[src/rtl/simplez_pkg.sv]
// Shared definitions for the Simplez serial I/O blocks.
// The receiver and the display transmitter both use these.
package simplez_pkg;

  localparam int UART_DEFAULT_DIVISOR = 87;
  localparam int UART_DATA_BITS       = 8;

  typedef enum logic [1:0] {
    RX_IDLE,
    RX_START,
    RX_DATA,
    RX_STOP
  } uart_rx_state_t;

endpackage

[src/rtl/simplez_sync2.sv]
// Two-flop synchroniser for asynchronous pins.
// Resets to 1 so that an idle-high line does not produce a spurious edge.
module simplez_sync2 (
  input  logic clk,
  input  logic rst,
  input  logic d,
  output logic q
);

  logic meta_p0;

  always_ff @(posedge clk) begin
    if (rst) begin
      meta_p0 <= 1'b1;
      q       <= 1'b1;
    end else begin
      meta_p0 <= d;
      q       <= meta_p0;
    end
  end

endmodule

[src/rtl/simplez_uart_rx.sv]
// 8N1 UART receiver for the Simplez keyboard input port.
// The processor polls valid and pulses rd to consume the byte in data.
module simplez_uart_rx
  import simplez_pkg::*;
#(
  parameter int DIVISOR = UART_DEFAULT_DIVISOR
) (
  input  logic       clk,
  input  logic       rst,
  input  logic       rx,
  input  logic       rd,
  output logic [7:0] data,
  output logic       valid,
  output logic       overrun,
  output logic       frame_err
);

  localparam logic [15:0] DIV_LOAD  = 16'(DIVISOR);
  localparam logic [15:0] HALF_LOAD = 16'(DIVISOR / 2);
  localparam logic [2:0]  LAST_BIT  = 3'(UART_DATA_BITS - 1);

  logic                      rx_s;
  logic                      rx_p;
  uart_rx_state_t            state;
  logic [15:0]               cnt;
  logic [2:0]                bit_idx;
  logic [UART_DATA_BITS-1:0] shift;
  logic                      cnt_done;
  logic                      rd_hit;

  assign cnt_done = (cnt == 16'd1);
  assign rd_hit   = rd & valid;

  simplez_sync2 u_sync (
    .clk (clk),
    .rst (rst),
    .d   (rx),
    .q   (rx_s)
  );

  always_ff @(posedge clk) begin
    if (rst) rx_p <= 1'b1;
    else     rx_p <= rx_s;
  end

  always_ff @(posedge clk) begin
    if (rst) begin
      state     <= RX_IDLE;
      cnt       <= '0;
      bit_idx   <= '0;
      shift     <= '0;
      data      <= '0;
      valid     <= 1'b0;
      overrun   <= 1'b0;
      frame_err <= 1'b0;
    end else begin
      if (rd_hit) begin
        valid   <= 1'b0;
        overrun <= 1'b0;
      end
      case (state)
        RX_IDLE: begin
          if (!rx_s && rx_p) begin
            cnt   <= HALF_LOAD;
            state <= RX_START;
          end
        end
        // Sampling at half a bit re-centres all later samples mid-bit.
        RX_START: begin
          if (cnt_done) begin
            if (!rx_s) begin
              bit_idx <= '0;
              cnt     <= DIV_LOAD;
              state   <= RX_DATA;
            end else begin
              state <= RX_IDLE;
            end
          end else begin
            cnt <= cnt - 16'd1;
          end
        end
        RX_DATA: begin
          if (cnt_done) begin
            shift   <= {rx_s, shift[UART_DATA_BITS-1:1]};
            cnt     <= DIV_LOAD;
            bit_idx <= bit_idx + 3'd1;
            if (bit_idx == LAST_BIT) state <= RX_STOP;
          end else begin
            cnt <= cnt - 16'd1;
          end
        end
        // Leaving mid stop bit lets a back-to-back start edge be caught.
        RX_STOP: begin
          if (cnt_done) begin
            state <= RX_IDLE;
            if (rx_s) begin
              data      <= shift;
              valid     <= 1'b1;
              overrun   <= rd_hit ? 1'b0 : (overrun | valid);
              frame_err <= 1'b0;
            end else begin
              frame_err <= 1'b1;
            end
          end else begin
            cnt <= cnt - 16'd1;
          end
        end
        default: state <= RX_IDLE;
      endcase
    end
  end

endmodule

[config.mk]
export PLATFORM = sky130hd
export DESIGN_NAME = simplez_uart_rx
export DESIGN_NICKNAME = d
export VERILOG_FILES = /design/src/rtl/simplez_pkg.sv /design/src/rtl/simplez_sync2.sv /design/src/rtl/simplez_uart_rx.sv
export SDC_FILE = /design/constraint.sdc
export NUM_CORES = 1
export LEC_CHECK = 0
export ABC_CLOCK_PERIOD_IN_PS = 1700
export BUFFER_PORTS_ARGS = -buffer_cell sky130_fd_sc_hd__buf_2
export CAP_MARGIN = 10
export CORE_MARGIN = 3
export CORE_UTILIZATION = 56
export CTS_BUF_LIST = sky130_fd_sc_hd__clkbuf_2
export CTS_CLUSTER_SIZE = 10
export DETAILED_ROUTE_END_ITERATION = 8
export GPL_ROUTABILITY_DRIVEN = 0
export GPL_TIMING_DRIVEN = 0
export HOLD_SLACK_MARGIN = 0.1
export PLACE_DENSITY_LB_ADDON = 0.05
export RECOVER_POWER = 50
export SYNTH_ARGS = -nofsm -noshare
export SYNTH_HDL_FRONTEND = slang
export SYNTH_SLANG_ARGS = --single-unit
[constraint.sdc]
create_clock -name clk -period 1.7 [get_ports clk]
set_input_delay 0.51 -clock clk [delete_from_list [all_inputs] [get_ports clk]]
set_output_delay 0.51 -clock clk [all_outputs]
set_load 0.01 [all_outputs]
# ---- Word level (Yosys, flattened, before mapping)
# Cells that the tools add are included.
dict set report totals {
  ram_bits 0
  out_inout_bits 11
  register_bits 43
  mem_count 0
  inputBits 4
  latch_bits 0
  wordCells 65
  mem_bits_ro 0
}
dict set report op_classes {
  add_sub_neg 2
  reduce_logical 10
  multipliers 0
  n_eq_ne 13
  bitwise_logic 2
  magnitude_cmp 0
  div 0
  n_shift 0
  n_mux 27
}
# cell n
set ops {}
lappend ops {{two-way mux 16 bit} 5}
lappend ops {{case mux 16 bit (4 select lines)} 1}
lappend ops {{equality test 16 x 1 -> 1 bit (second input constant)} 1}
lappend ops {{subtractor 16 x 1 -> 16 bit (second input constant)} 1}
lappend ops {{inequality test 2 bit (second input constant)} 7}
lappend ops {{two-way mux 2 bit} 6}
lappend ops {{two-way mux 1 bit} 10}
lappend ops {{two-way mux 3 bit} 3}
lappend ops {{case mux 2 bit (4 select lines)} 1}
lappend ops {{case mux 3 bit (2 select lines)} 1}
lappend ops {{AND reduction 3 bit} 2}
lappend ops {{AND reduction 5 bit} 1}
lappend ops {{equality test 2 bit (second input constant)} 2}
lappend ops {{AND reduction 2 bit} 2}
lappend ops {{AND reduction 4 bit} 1}
lappend ops {{adder 3 x 1 -> 3 bit (second input constant)} 1}
lappend ops {{equality test 3 bit (second input constant)} 1}
lappend ops {{inequality test 3 bit (second input constant)} 1}
lappend ops {{equality test 2 x 1 -> 1 bit (second input constant)} 1}
lappend ops {{logical NOT 2 bit} 1}
lappend ops {{nonzero test 2 bit} 1}
lappend ops {{bitwise AND 1 bit} 1}
lappend ops {{logical AND 1 bit} 1}
lappend ops {{logical NOT 1 bit} 1}
lappend ops {{OR 1 bit} 1}

# ---- Depth between registers and ports, before layout
# Gate-level depths: netlist (run 1).
dict set report depth {
  ltp_word 5
  ltp_mapped 7
  ltp_nobuf 7
}

# ---- Hierarchy
# A second synthesis (run 1) with hierarchy kept.
dict set report hier_totals {
  hier_cells 257
  area_unflattened_um2 2199.6
}
# module seq_area_each_um2 instances cells_each area_each_um2
set by_module_without_submodules {}
lappend by_module_without_submodules {simplez_uart_rx 820.8 1 253 2147.1}
lappend by_module_without_submodules {simplez_sync2 40.0 1 4 52.6}

# ---- Worst setup path before layout (run 1)
# Ideal clock, no wire load.
dict set report synth_path {
  path_type {register -> register}
  startpoint {reg state[0]}
  endpoint {reg cnt[13]}
  setup_time_ns 0.079
  period_less_slack_ns 1.863
  required_time_ns 1.621
  n_path_buf 1
  arrival_time_ns 1.784
  path_stages_with_launch 8
  setup_slack_ns -0.163
  cell_sequence {dfxtp_1 > ha_1 > clkbuf_1 > a21o_1 > nand4_1 > nand3_1 > or4_1 > a22oi_1}
}
dict set report synth_via {
  elab_chain_cells 3
  word_cells_on_any_way 9
  classes_between {6 x eq/ne; 1 x mux; 2 x reduce/logical}
}
# element line_no
set synth_lines {}
lappend synth_lines {{from (decl)} simplez_uart_rx.sv:24} ;# uart_rx_state_t state;
lappend synth_lines {{from (signal assigned)} simplez_uart_rx.sv:48} ;# state <= RX_IDLE;
lappend synth_lines {{from (signal assigned)} simplez_uart_rx.sv:65} ;# state <= RX_START;
lappend synth_lines {{from (signal assigned)} simplez_uart_rx.sv:74} ;# state <= RX_DATA;
lappend synth_lines {{equality test 2 x 1 -> 1 bit (tied with other cells)} simplez_uart_rx.sv:61} ;# case (state)
lappend synth_lines {{inequality test 3 bit (no source line) or inequality test 2 bit (tied branches)} --}
lappend synth_lines {{AND reduction 3 bit (no source line)} --}
lappend synth_lines {{to (signal assigned)} simplez_uart_rx.sv:79} ;# cnt <= cnt - 16'd1;
lappend synth_lines {{to (signal assigned)} simplez_uart_rx.sv:89} ;# cnt <= cnt - 16'd1;
lappend synth_lines {{to (signal assigned)} simplez_uart_rx.sv:105} ;# cnt <= cnt - 16'd1;
lappend synth_lines {{to (decl)} simplez_uart_rx.sv:25} ;# logic [15:0] cnt;
# Parallel ways exist; a longest one is shown, timed or not.
# A chain may end at the register's enable or synchronous reset.

# ---- Worst setup path in the final report (run 1)
dict set report layout_path {
  startpoint {reg cnt[5]}
  endpoint {reg cnt[5]}
}
dict set report layout_via {
  elab_chain_cells 3
  word_cells_on_any_way 9
  classes_between {1 x add/sub; 3 x eq/ne; 4 x mux; 1 x reduce/logical}
}
# element line_no
set layout_lines {}
lappend layout_lines {{subtractor 16 x 1 -> 16 bit or equality test 16 x 1 -> 1 bit (tied branches)} --}
lappend layout_lines {{two-way mux 16 bit (tied with other cells)} simplez_uart_rx.sv:94} ;# if (cnt_done) begin
lappend layout_lines {{case mux 16 bit (4 select lines) or AND reduction 3 bit (tied branches)} --}
# Parallel ways exist; a longest one is shown, timed or not. The select of a mux whose other input is x is not followed.

==> results.rst, run 1 <==
.. list-table::
   :header-rows: 1

   * - Metric
     - Value
   * - Met3 layer usage reported by global route
     - 5.66%
   * - Number of global-route vias before repair
     - 1740
   * - Number of flops mapped to enable cells by yosys
     - 0
   * - Final std cells w/o fill
     - 337
   * - Gate Count Post-Synth
     - 246
   * - Worst Path Arrival
     - approximately 2.3 ns
   * - Htree depth
     - 2
   * - Final net count
     - 303
   * - Sequential Area
     - 891 µm²
   * - Area contributors post-synth
     - dfxtp_1 41%, a21oi_1 8.3%, nand2_1 7.1%
   * - Grt peak-use layer
     - met1
   * - Worst-case headroom to the max-slew limit
     - between 50 and 60%
   * - GRT overflow
     - 0
   * - Largest net degree at the start of global routing
     - 16
   * - Die width
     - 67.3 µm
   * - Most frequently used flop master after synthesis
     - dfxtp_1
   * - Hold violation total from the final report
     - 0
   * - Total number of vias
     - 2138
   * - Standby leakage power
     - 1.06 nW
   * - Total placed cells including tap cells
     - approximately 300
   * - Port Buffer Count
     - 13
   * - Category of the most critical setup path
     - reg2reg
   * - Period utilisation layout
     - 115%
   * - Slew Viols, Final
     - 0
   * - Post-synth cell types
     - 51
   * - Hold buffers post-CTS
     - 0
   * - Clock tree buffer depth
     - 2
   * - Clock period minus final worst setup slack
     - a little under 2 ns
   * - Count of unresolved DRC violations after routing
     - 0
   * - Clk_skew
     - 0.0255 ns
   * - Length of the first detailed-routing pass in iterations
     - 5
   * - Post-synthesis cell area
     - 2100 µm²
   * - Global router's overall resource usage
     - 25.3%
   * - RSZ-0062 raised after global routing
     - true
   * - Inserted Diodes
     - 0
   * - Core area
     - 3470 µm²
   * - Post-synthesis to final-layout area growth
     - 34.2%
   * - Clock-pin slew on the worst setup and hold paths
     - around 0.26 ns
   * - Vias per std cell
     - 6.34
   * - Required time at the endpoint of the critical path
     - 2.07 ns
   * - Global-route wire length before repair
     - 8620 µm
   * - Count of antenna-violating nets left after detailed routing
     - 0
   * - Class of the worst hold path
     - in2reg
   * - Total CTS buffers
     - 5
   * - Initial antenna violation count
     - 0
   * - Worst Setup Start Kind
     - flip-flop
   * - Fraction of synthesis flops using an asynchronous set or reset pin
     - 0%
   * - Post-layout worst setup margin
     - -0.255 ns
   * - Maximum vdd drop
     - 1380 µV
   * - Hold slack final
     - 0.242 ns
   * - Initial cell density of the core
     - 60.6%
   * - Power Dens Cells
     - 1630 nW/µm²
   * - Violations in the final reports
     - negative setup slack
   * - Number of warnings printed during yosys synthesis
     - 0
   * - Placement-stage worst setup slack
     - -0.426 ns
   * - Overall die height
     - 67.3 µm
   * - Total nets after synthesis
     - 259
   * - Share of synthesized area occupied by flip-flops and latches
     - 40.9%
   * - Met1 usage
     - about 37%
   * - Later-pin clock latency in the skew report
     - between 0.4 and 0.5 ns
   * - Area fraction of the dominant cell type after synthesis
     - 40.9%
   * - # IOs
     - 15
   * - Routed wirelength normalized by instance count
     - ~17 µm
   * - TritonCTS clock tree
     - built
   * - Share of final-layout standard cells stronger than drive strength 1
     - 42.3%
   * - # Max-Cap Violations
     - 0
   * - Fill cell total of the finished layout
     - 216
   * - Mean post-synth cell area
     - 8.55 µm²
   * - Area of the multi-input gates
     - 1470 µm²
   * - Area of the die
     - roughly 4500 µm²
   * - Placed wire-length estimate
     - roughly 3200 µm
   * - Initial detailed-routing violation count
     - 281
   * - Library cell with the largest summed area after synthesis
     - dfxtp_1
   * - Count of endpoints failing setup in the final report
     - 36
   * - FMAX
     - roughly 510 MHz
   * - Tightest Pin Transition
     - 0.719 ns
   * - Met2 Track Usage GR
     - 36.3%
   * - Site Rows
     - 21
   * - Overall routed net length
     - 5800 µm
   * - Buffer type at the clock tree root
     - clkbuf_2
   * - Worst Path Max Fanout
     - 5
   * - Type of destination of the critical path
     - flip-flop
   * - Clock sinks
     - 43
   * - Total of flip-flops plus latches after synthesis
     - 43
   * - Run status
     - finished, violations left
-- worst max-delay path, stage by stage (launching register included) --
cell       delay, ns
dfxtp_4         0.41
or3_4           0.41
or2_1           0.26
buf_6           0.15
o21ai_4         0.29
a2111oi_2       0.08
a221o_1         0.28
-- cell families (layout without fill, tap and decap cells) --
family                   after synthesis  after routing  share of synthesized area, %
AND/OR/NAND/NOR                       94             94                          23.1
AO/OA/AOI/OAI                         71             71                          22.2
buffers and inverters                 18             63                          3.69
multiplexers                           3              3                          1.43
flip-flops                            43             43                          40.9
adder cells (fa/ha/maj)                9              9                          5.35
XOR/XNOR                               8              8                          3.33
-- what timing repair did --
item | 4_1_cts | 5_1_grt
endpoints found under the hold margin | 0 | 0
cloned | 1 | 0
resized for setup | 44 | 40
endpoints found under the setup margin | 39 | 39
buffers inserted | 15 | 11
pin swaps | 27 | 11
-- per-layer routing --
metal  up-vias  share of wire [%]  wire length [µm]
met5         -                  0                 0
met3        33                7.2               419
met2       113                 44              2580
met1      1012                 45              2610
met4         0                3.3               193
li1        980                  -                 -
-- cell usage in the layout, fill, tap and decap left out, types with 4 or more instances in the layout --
cell and instances:
buf_6 8, clkbuf_1 7, dfxtp_2 6, nand3_2 4
nand2_2 7, nand4_1 4, nand2_1 31, xor2_1 7
ha_1 4, dfxtp_1 31, buf_4 20, clkbuf_2 6
inv_1 7, a21oi_2 12, o22ai_1 4, buf_2 10
nor2_1 8, a21oi_1 24, dfxtp_4 6, nor3_1 5
-- where the power goes --
| part | switching [mW] | internal (mW) | total, mW |
|---|---|---|---|
| clock | 0.375 | 0.108 | 0.483 |
| sequential | 0.213 | 1.18 | 1.39 |
| combinational | 1.50 | 1.22 | 2.71 |
| total | 2.08 | 2.51 | 4.59 |
-- area by class of cell --
type / instances / area share [%]
Tap cell: 46 / 2.04
Inverter: 9 / 1.20
Clock buffer: 5 / 0.887
Buffer: 7 / 1.77
Sequential cell: 43 / 31.6
Multi-Input combinational cell: 185 / 52.1
Clock inverter: 3 / 0.798
Timing Repair Buffer: 39 / 9.62
-- flip-flops by register name, indices dropped and copies added, names as in the netlist, named ones only --
signal / cells
u_sync.q: 1
shift: 8
frame_err: 1
data: 8
rx_p: 1
state: 1
cnt: 16
valid: 1
u_sync.meta_p0: 1
bit_idx: 3
-- stage by stage --
step           total power [mW]  utilization, %  area [µm²]  TNS [ns]
2_1_floorplan              2.74               -        2190     -1.27
3_3_place_gp               3.04            66.6        2310     -9.99
3_5_place_dp               3.05            66.6        2310    -10.49
4_1_cts                    3.97            75.4        2610     -3.50
5_1_grt                    4.80            81.4        2820     -8.28
6_report                   4.59            81.4        2820     -6.68
-- path summary, 6_finish.rpt --
path | start | to | slack [ns] | cells past startpoint
max reg2reg | cnt[5] | cnt[5] | -0.26 | 6
min | rd | flip-flop | 0.24 | 2
max | cnt[5] | cnt[5] | -0.26 | 6
min reg2reg | u_sync.meta_p0 | u_sync.q | 0.44 | 1
-- synth_stat cells (all sizes together) (2+ instances only) --
library cell	number
a2111oi	3
a211oi	4
a21oi	36
a221o	2
and3	2
buf	3
clkbuf	6
dfxtp	43
ha	9
inv	9
mux2i	3
nand2	40
nand2b	2
nand3	9
nand4	4
nor2	12
nor3	6
nor4	5
o211ai	2
o21ai	6
o22ai	4
o2bb2ai	3
o31ai	2
or2	4
or3	3
or4	2
xor2	7
(Power assumes the default switching activity.)
==> inputs of run 2 (changes only) <==
- ABC_CLOCK_PERIOD_IN_PS: 1700 -> 2100
- CORE_MARGIN: 3 -> 1.5
- CORE_UTILIZATION: 56 -> 60
- clock period: 1.7 -> 2.1 ns (I/O delays scaled with it)
==> run 2 against run 1 <==
The flow now finishes without violations; hold slack better by 0.14 ns; non-clock buffer count decreased by 19; die area decreased by 15%; count of clock-buffer cells in the layout is 1 higher; global-route usage grew 0.31 points; combinational power shrank 47%; power fell by 35%; highest routed layer unchanged; critical path depth stayed put; cell count decreased by 5.9%; largest power group unchanged; first-iteration DRC count is 67% lower.
==> results.rst, run 2 (same netlist as run 1, synthesis figures left out) <==
.. list-table::
   :header-rows: 1

   * - Metric
     - Value
   * - Total placed cells including tap cells
     - 305 (unchanged)
   * - Length of the first detailed-routing pass in iterations
     - 4 (-1)
   * - Placement-stage worst setup slack
     - -0.165 ns (+0.261 ns)
   * - Most frequent cells in the layout
     - 40 x nand2_1, 39 x dfxtp_1, 35 x a21oi_1
   * - Final net count
     - 284 (-6.3%)
   * - Core area
     - 3340 µm² (-3.8%)
   * - Clock-pin slew on the worst setup and hold paths
     - 0.19 ns (-0.07 ns)
   * - Post-route core utilization
     - 70.9% (-11 points)
   * - Met1 usage
     - 34.7% (-1.9 points)
   * - Later-pin clock latency in the skew report
     - 0.42 ns (-0.02 ns)
   * - Area of the multi-input gates
     - 1210 µm² (-18%)
   * - Initial detailed-routing violation count
     - 92 (-67%)
   * - Overall die height
     - 62.2 µm (-7.5%)
   * - Htree depth
     - 2 (unchanged)
   * - Site Rows
     - 21 (unchanged)
   * - Largest net degree at the start of global routing
     - 13 (-3)
   * - Overall routed net length
     - 4520 µm (-22%)
   * - Slew Viols, Final
     - 0 (unchanged)
   * - Count of antenna-violating nets left after detailed routing
     - 0 (unchanged)
   * - Clock period minus final worst setup slack
     - 1.99 ns (+0.0333 ns)
   * - Fill cell total of the finished layout
     - 287 (+33%)
   * - Worst-case headroom to the max-slew limit
     - 63.7% (+12 points)
   * - Global-route wire length before repair
     - 7960 µm (-7.6%)
   * - Worst Path Max Fanout
     - 10 (+5)
   * - Post-synthesis to final-layout area growth
     - 12.4%
   * - Placed wire-length estimate
     - 3130 µm (-1.1%)
   * - Max FFs per register
     - 16 (unchanged)
   * - Clock tree buffer depth
     - 2 (unchanged)
   * - Hold buffers post-CTS
     - 0 (unchanged)
   * - Sequential Area
     - 866 µm² (-2.8%)
   * - Worst setup endpoint
     - cnt[13]
   * - Buffer type at the clock tree root
     - clkbuf_2
   * - Port Buffer Count
     - 13 (unchanged)
   * - Die width
     - 62.2 µm (-7.5%)
   * - Clock sinks
     - 43 (unchanged)
   * - Largest registers ranked by flip-flop count
     - cnt: 16 flops, data: 8 flops, shift: 8 flops
   * - Clk_skew
     - 0.0180 ns (-0.00748 ns)
   * - Launching instance or port of the critical path
     - cnt[4]
   * - Category of the most critical setup path
     - reg2reg
   * - Vias per std cell
     - 5.90 (-7.0%)
   * - Met3 layer usage reported by global route
     - 4.35% (-1.3 points)
   * - Tightest Pin Transition
     - 0.540 ns (-0.179 ns)
   * - Maximum vdd drop
     - 700 µV (-49%)
   * - Hold violation total from the final report
     - 0 (unchanged)
   * - Switching power summed over all nets
     - 1.27 mW (-39%)
   * - Post-layout worst setup margin
     - 0.111 ns (+0.367 ns)
   * - Placed cell areas
     - 2230 µm² (-3.7%)
   * - Count of cells along the worst register-to-register path
     - 6 (unchanged)
   * - Portion of total power attributed to the clock network
     - 15.5% (+5.0 points)
   * - Class of the worst hold path
     - in2reg
   * - Post-Layout Inst Area
     - 2360 µm² (-16%)
   * - Worst Setup Start Kind
     - flip-flop
   * - Required time at the endpoint of the critical path
     - 2.45 ns (+0.38 ns)
   * - GRT overflow
     - 0 (unchanged)
   * - Type of destination of the critical path
     - flip-flop
   * - Number of global-route vias before repair
     - 1755 (+0.86%)
   * - Reg2Reg Setup Slack
     - 0.11 ns (+0.37 ns)
   * - Count of endpoints failing setup in the final report
     - 0 (-100%)
   * - Routed wirelength normalized by instance count
     - 14.3 µm (-17%)
   * - Met2 Track Usage GR
     - 41.4% (+5.1 points)
   * - Initial cell density of the core
     - 63.0% (+2.4 points)
   * - Count of unresolved DRC violations after routing
     - 0 (unchanged)
   * - Global router's overall resource usage
     - 25.6% (+0.31 points)
   * - Launch instance of the worst register-to-register path
     - cnt[4]
   * - Period utilisation layout
     - 94.7% (-20 points)
   * - Reg with most FFs
     - cnt
   * - # Max-Cap Violations
     - 0 (unchanged)
   * - Standby leakage power
     - 0.873 nW (-17%)
   * - Share of final-layout standard cells stronger than drive strength 1
     - 15.9% (-26 points)
   * - Inserted Diodes
     - 0 (unchanged)
   * - Grt peak-use layer
     - met2
   * - Power Dens Cells
     - 1260 nW/µm² (-23%)
   * - Most common cell after layout, fill and taps aside
     - nand2_1
   * - Total CTS buffers
     - 5 (unchanged)
   * - Initial antenna violation count
     - 0 (unchanged)
   * - Run status
     - completed
   * - Sw frac
     - 42.8% (-2.6 points)
   * - # IOs
     - 15 (unchanged)
   * - Area of the die
     - 3870 µm² (-15%)
   * - Worst Path Arrival
     - 2.34 ns (+0.02 ns)
   * - TritonCTS clock tree
     - built
   * - Final std cells w/o fill
     - 317 (-5.9%)
   * - RSZ-0062 raised after global routing
     - false
   * - Total number of vias
     - 1871 (-12%)
   * - Sequential share of power
     - 36.2% (+5.8 points)
   * - FMAX
     - 503 MHz (-1.7%)
   * - End of the worst register-to-register path
     - cnt[13]
   * - Internal Power
     - 1.70 mW (-32%)
   * - Combinational group share of total power
     - 48.3% (-11 points)
run 2: cell types whose count changed in the layout (fill, tap and decap cells not counted), sizes merged:
cell	previous run	this run
clkinvlp	1	0
buf	38	10
inv	11	9
clkbuf	13	23
bufinv	0	1
run 2: worst min path at each step:
stage	start	end	slack [ns]	depth (start not counted)
4_1_cts	rx	u_sync.meta_p0	0.38	2
3_3_place_gp	u_sync.meta_p0	u_sync.q	0.39	1
3_5_place_dp	u_sync.meta_p0	u_sync.q	0.39	1
2_1_floorplan	u_sync.meta_p0	u_sync.q	0.39	1
6_report	rx	u_sync.meta_p0	0.38	2
5_1_grt	rx	u_sync.meta_p0	0.37	2
run 2: power groups by stage:
stage | sequential [mW] | clock [mW] | combinational, mW
5_1_grt | 1.10 | 0.489 | 1.61
2_1_floorplan | 1.04 | 0 | 1.05
6_report | 1.08 | 0.460 | 1.44
3_5_place_dp | 1.07 | 0 | 1.29
4_1_cts | 1.06 | 0.463 | 1.33
3_3_place_gp | 1.07 | 0 | 1.26
run 2: what timing repair did:
action                                  CTS  global route
pin swaps                                 2             1
endpoints found under the setup margin   21            36
setup buffers                             4             2
gates resized for setup                   2            12
run 2: critical path: stages, from the launching register on:
cell and delay, ns:
dfxtp_2 0.39, or3_4 0.43, or2_1 0.25, buf_6 0.16, o21ai_2 0.22, nand2_1 0.25
a22oi_1 0.22
run 2: cell type report:
| cell class | count | share of cell area (%) |
|---|---|---|
| Inverter | 9 | 1.43 |
| Tap cell | 46 | 2.43 |
| Clock buffer | 6 | 1.27 |
| Clock inverter | 1 | 1.27 |
| Buffer | 8 | 1.69 |
| Sequential cell | 43 | 36.6 |
| Multi-Input combinational cell | 185 | 51.3 |
| Timing Repair Buffer | 19 | 3.97 |
run 2: metal layers:
layer  part of all wire [%]  routed length (µm)
met5                      0                   0
met1                     49                2220
met3                    5.0                 224
met4                    1.6                  72
met2                     44                2010
run 2: stage by stage:
| step | TNS [ns] | total power, mW | hold slack (ns) |
|---|---|---|---|
| floorplan | 0 | 2.10 | 0.389 |
| global placement | -1.38 | 2.33 | 0.392 |
| detailed placement | -1.56 | 2.36 | 0.394 |
| CTS | 0 | 2.84 | 0.382 |
| global route | 0 | 3.19 | 0.375 |
| finish | 0 | 2.98 | 0.383 |
==> inputs of run 3 (changes only) <==
- CORE_MARGIN: 1.5 -> 10
==> run 3 against run 2 <==
Count of clock-buffer cells in the layout is 1 lower; hold slack worse by 0.0033 ns; power grew 0.37%; cell area barely moved; via count shrank 0.80%; critical path depth grew 1; combinational power hardly changed; clock power up 5.0%; sequential power about the same; first-iteration DRC count grew 32%; non-clock buffer count down 2; core utilization decreased by 0.52 points; critical endpoint unchanged; largest cell class unchanged; highest routed layer unchanged.
==> results.rst, run 3 (same netlist as run 1, synthesis figures left out) <==
.. list-table::
   :header-rows: 1

   * - Metric
     - Value
   * - Initial cell density of the core
     - 62.5% (-0.49 points)
   * - Later-pin clock latency in the skew report
     - 0.41 ns (about the same)
   * - Global router's overall resource usage
     - 15.5% (-10 points)
   * - Clk_skew
     - 0.00718 ns (-0.0108 ns)
   * - # IOs
     - 15 (unchanged)
   * - Worst setup endpoint
     - cnt[13]
   * - Category of the most critical setup path
     - reg2reg
   * - End of the worst register-to-register path
     - cnt[13]
   * - Met1 usage
     - 21.9% (-13 points)
   * - Inserted Diodes
     - 0 (unchanged)
   * - Fill cell total of the finished layout
     - 325 (+13%)
   * - Type of destination of the critical path
     - flip-flop
   * - Clock sinks
     - 43 (unchanged)
   * - Depth of the critical timing path with buffers and inverters included
     - 7 (+1)
   * - Vias per std cell
     - 5.87 (-0.49%)
   * - Standby leakage power
     - 0.872 nW (about the same)
   * - Reg2Reg Setup Slack
     - 0.05 ns (-0.06 ns)
   * - Hold buffers post-CTS
     - 0 (unchanged)
   * - Setup tns final
     - 0 ns (unchanged)
   * - Initial antenna violation count
     - 0 (unchanged)
   * - Final net count
     - 282 (-0.70%)
   * - Hold slack final
     - 0.379 ns (-0.00327 ns)
   * - Largest net degree at the start of global routing
     - 15 (+2)
   * - Combinational group share of total power
     - 47.6% (-0.7 points)
   * - Met3 layer usage reported by global route
     - 4.39% (+0.044 points)
   * - Reg with most FFs
     - cnt
   * - Sw frac
     - 43.6% (+0.74 points)
   * - Tightest Pin Transition
     - 0.756 ns (+0.216 ns)
   * - Post-Layout Inst Area
     - 2370 µm² (about the same)
   * - Initial detailed-routing violation count
     - 121 (+32%)
   * - Share of final-layout standard cells stronger than drive strength 1
     - 14.8% (-1.1 points)
   * - Most common cell after layout, fill and taps aside
     - dfxtp_1
   * - Worst Path Arrival
     - 2.37 ns (+0.03 ns)
   * - Worst Setup Start Kind
     - flip-flop
   * - Site Rows
     - 21 (unchanged)
   * - Internal Power
     - 1.69 mW (-0.94%)
   * - Max FFs per register
     - 16 (unchanged)
   * - Clock period minus final worst setup slack
     - 2.05 ns (+0.0581 ns)
   * - TritonCTS clock tree
     - built
   * - Most frequent cells in the layout
     - 40 x dfxtp_1, 39 x nand2_1, 35 x a21oi_1
   * - Global-route wire length before repair
     - 8040 µm (+0.95%)
   * - Sequential share of power
     - 36.2% (about the same)
   * - Buffer type at the clock tree root
     - clkbuf_2
   * - Required time at the endpoint of the critical path
     - 2.43 ns (-0.02 ns)
   * - Maximum vdd drop
     - 934 µV (+33%)
   * - Post-synthesis to final-layout area growth
     - 12.5% (about the same)
   * - Period utilisation layout
     - 97.5% (+2.8 points)
   * - Count of cells along the worst register-to-register path
     - 7 (+1)
   * - Worst-path cell chain
     - or3_4 -> or2_1 -> buf_6 -> o21ai_2 -> a211o_1 -> buf_2 -> a22oi_1
   * - Hold Crit Depth
     - 2 (unchanged)
   * - Overall routed net length
     - 4650 µm (+2.8%)
   * - Power Dens Cells
     - 1260 nW/µm² (+0.31%)
   * - Largest registers ranked by flip-flop count
     - cnt: 16 flops, data: 8 flops, shift: 8 flops
   * - Run status
     - completed
   * - Count of unresolved DRC violations after routing
     - 0 (unchanged)
   * - GRT overflow
     - 0 (unchanged)
   * - # Max-Cap Violations
     - 0 (unchanged)
   * - Overall die height
     - 79.2 µm (+27%)
   * - Slew Viols, Final
     - 0 (unchanged)
   * - Sequential Area
     - 865 µm² (-0.14%)
   * - Area of the die
     - 6270 µm² (+62%)
   * - Htree depth
     - 2 (unchanged)
   * - Worst-case headroom to the max-slew limit
     - 49.2% (-15 points)
   * - Worst Path Max Fanout
     - 10 (unchanged)
   * - Launch instance of the worst register-to-register path
     - cnt[4]
   * - Number of global-route vias before repair
     - 1673 (-4.7%)
   * - Portion of total power attributed to the clock network
     - 16.2% (+0.7 points)
   * - Clock-pin slew on the worst setup and hold paths
     - 0.22 ns (+0.03 ns)
   * - Count of antenna-violating nets left after detailed routing
     - 0 (unchanged)
   * - Area of the multi-input gates
     - 1220 µm² (+0.41%)
   * - Met2 Track Usage GR
     - 21.9% (-20 points)
   * - Post-route core utilization
     - 70.3% (-0.52 points)
   * - Kind of cell adding the most delay to the critical path
     - simple AND/OR/NAND/NOR gates
   * - Total CTS buffers
     - 5 (unchanged)
   * - Port Buffer Count
     - 13 (unchanged)
   * - Worst path bufs/invs
     - 2 (+1)
   * - Slowest cell on the critical path
     - or3_4
   * - Pwr Total
     - 2.99 mW (+0.37%)
   * - Switching power summed over all nets
     - 1.30 mW (+2.1%)
   * - Clock tree buffer depth
     - 2 (unchanged)
   * - Launching instance or port of the critical path
     - cnt[4]
   * - Total number of vias
     - 1856 (-0.80%)
   * - Slowest cell delay on critical path
     - 0.45 ns (+0.02 ns)
   * - Placed cell areas
     - 2230 µm² (unchanged)
   * - Routed wirelength normalized by instance count
     - 14.7 µm (+3.1%)
   * - Length of the first detailed-routing pass in iterations
     - 4 (unchanged)
   * - FMAX
     - 489 MHz (-2.8%)
   * - Class of the worst hold path
     - in2reg
   * - Hold violation total from the final report
     - 0 (unchanged)
   * - Core area
     - 3360 µm² (+0.79%)
   * - RSZ-0062 raised after global routing
     - true
   * - Count of endpoints failing setup in the final report
     - 0 (unchanged)
   * - Die width
     - 79.2 µm (+27%)
   * - Grt peak-use layer
     - met2
   * - Placed wire-length estimate
     - 3240 µm (+3.5%)
run 3: repair_timing:
action                     in CTS  in global routing
setup buffers                   3                  1
pin swaps                       3                  1
gates resized for setup         3                 12
setup endpoints to repair      24                 23
run 3: cell type report:
cell class | instances | area share (%)
timing repair buffer | 17 | 3.49
multi-input combinational | 185 | 51.5
tap | 46 | 2.43
clock buffer | 5 | 1.06
sequential | 43 | 36.5
clock inverter | 3 | 1.85
buffer | 8 | 1.69
inverter | 9 | 1.43
run 3: per-layer routing:
| layer | up-vias | share of wire, % |
|---|---|---|
| met5 | - | 0 |
| met4 | 0 | 1.3 |
| met3 | 6 | 6.1 |
| met2 | 51 | 45 |
| met1 | 867 | 48 |
| li1 | 932 | - |
run 3: how the worst min path moves through the flow:
stage               slack, ns            from   endpoint
floorplan                0.39  u_sync.meta_p0   u_sync.q
global placement         0.39  u_sync.meta_p0   u_sync.q
CTS                      0.34              rd  flip-flop
detailed placement       0.40  u_sync.meta_p0   u_sync.q
finish                   0.38              rd  flip-flop
global route             0.33              rd  flip-flop
run 3: power groups by stage:
stage,Combinational [mW],Clock (mW),Sequential [mW]
2_1_floorplan,1.05,0,1.04
3_3_place_gp,1.26,0,1.07
6_report,1.42,0.483,1.08
3_5_place_dp,1.27,0,1.08
5_1_grt,1.58,0.533,1.10
4_1_cts,1.31,0.496,1.06
run 3: stage by stage:
stage          setup slack [ns]  std cells
2_1_floorplan             0.237        246
3_3_place_gp             -0.143        305
3_5_place_dp             -0.186        305
4_1_cts                  0.0547        315
5_1_grt                 -0.0490        316
6_report                 0.0532        316
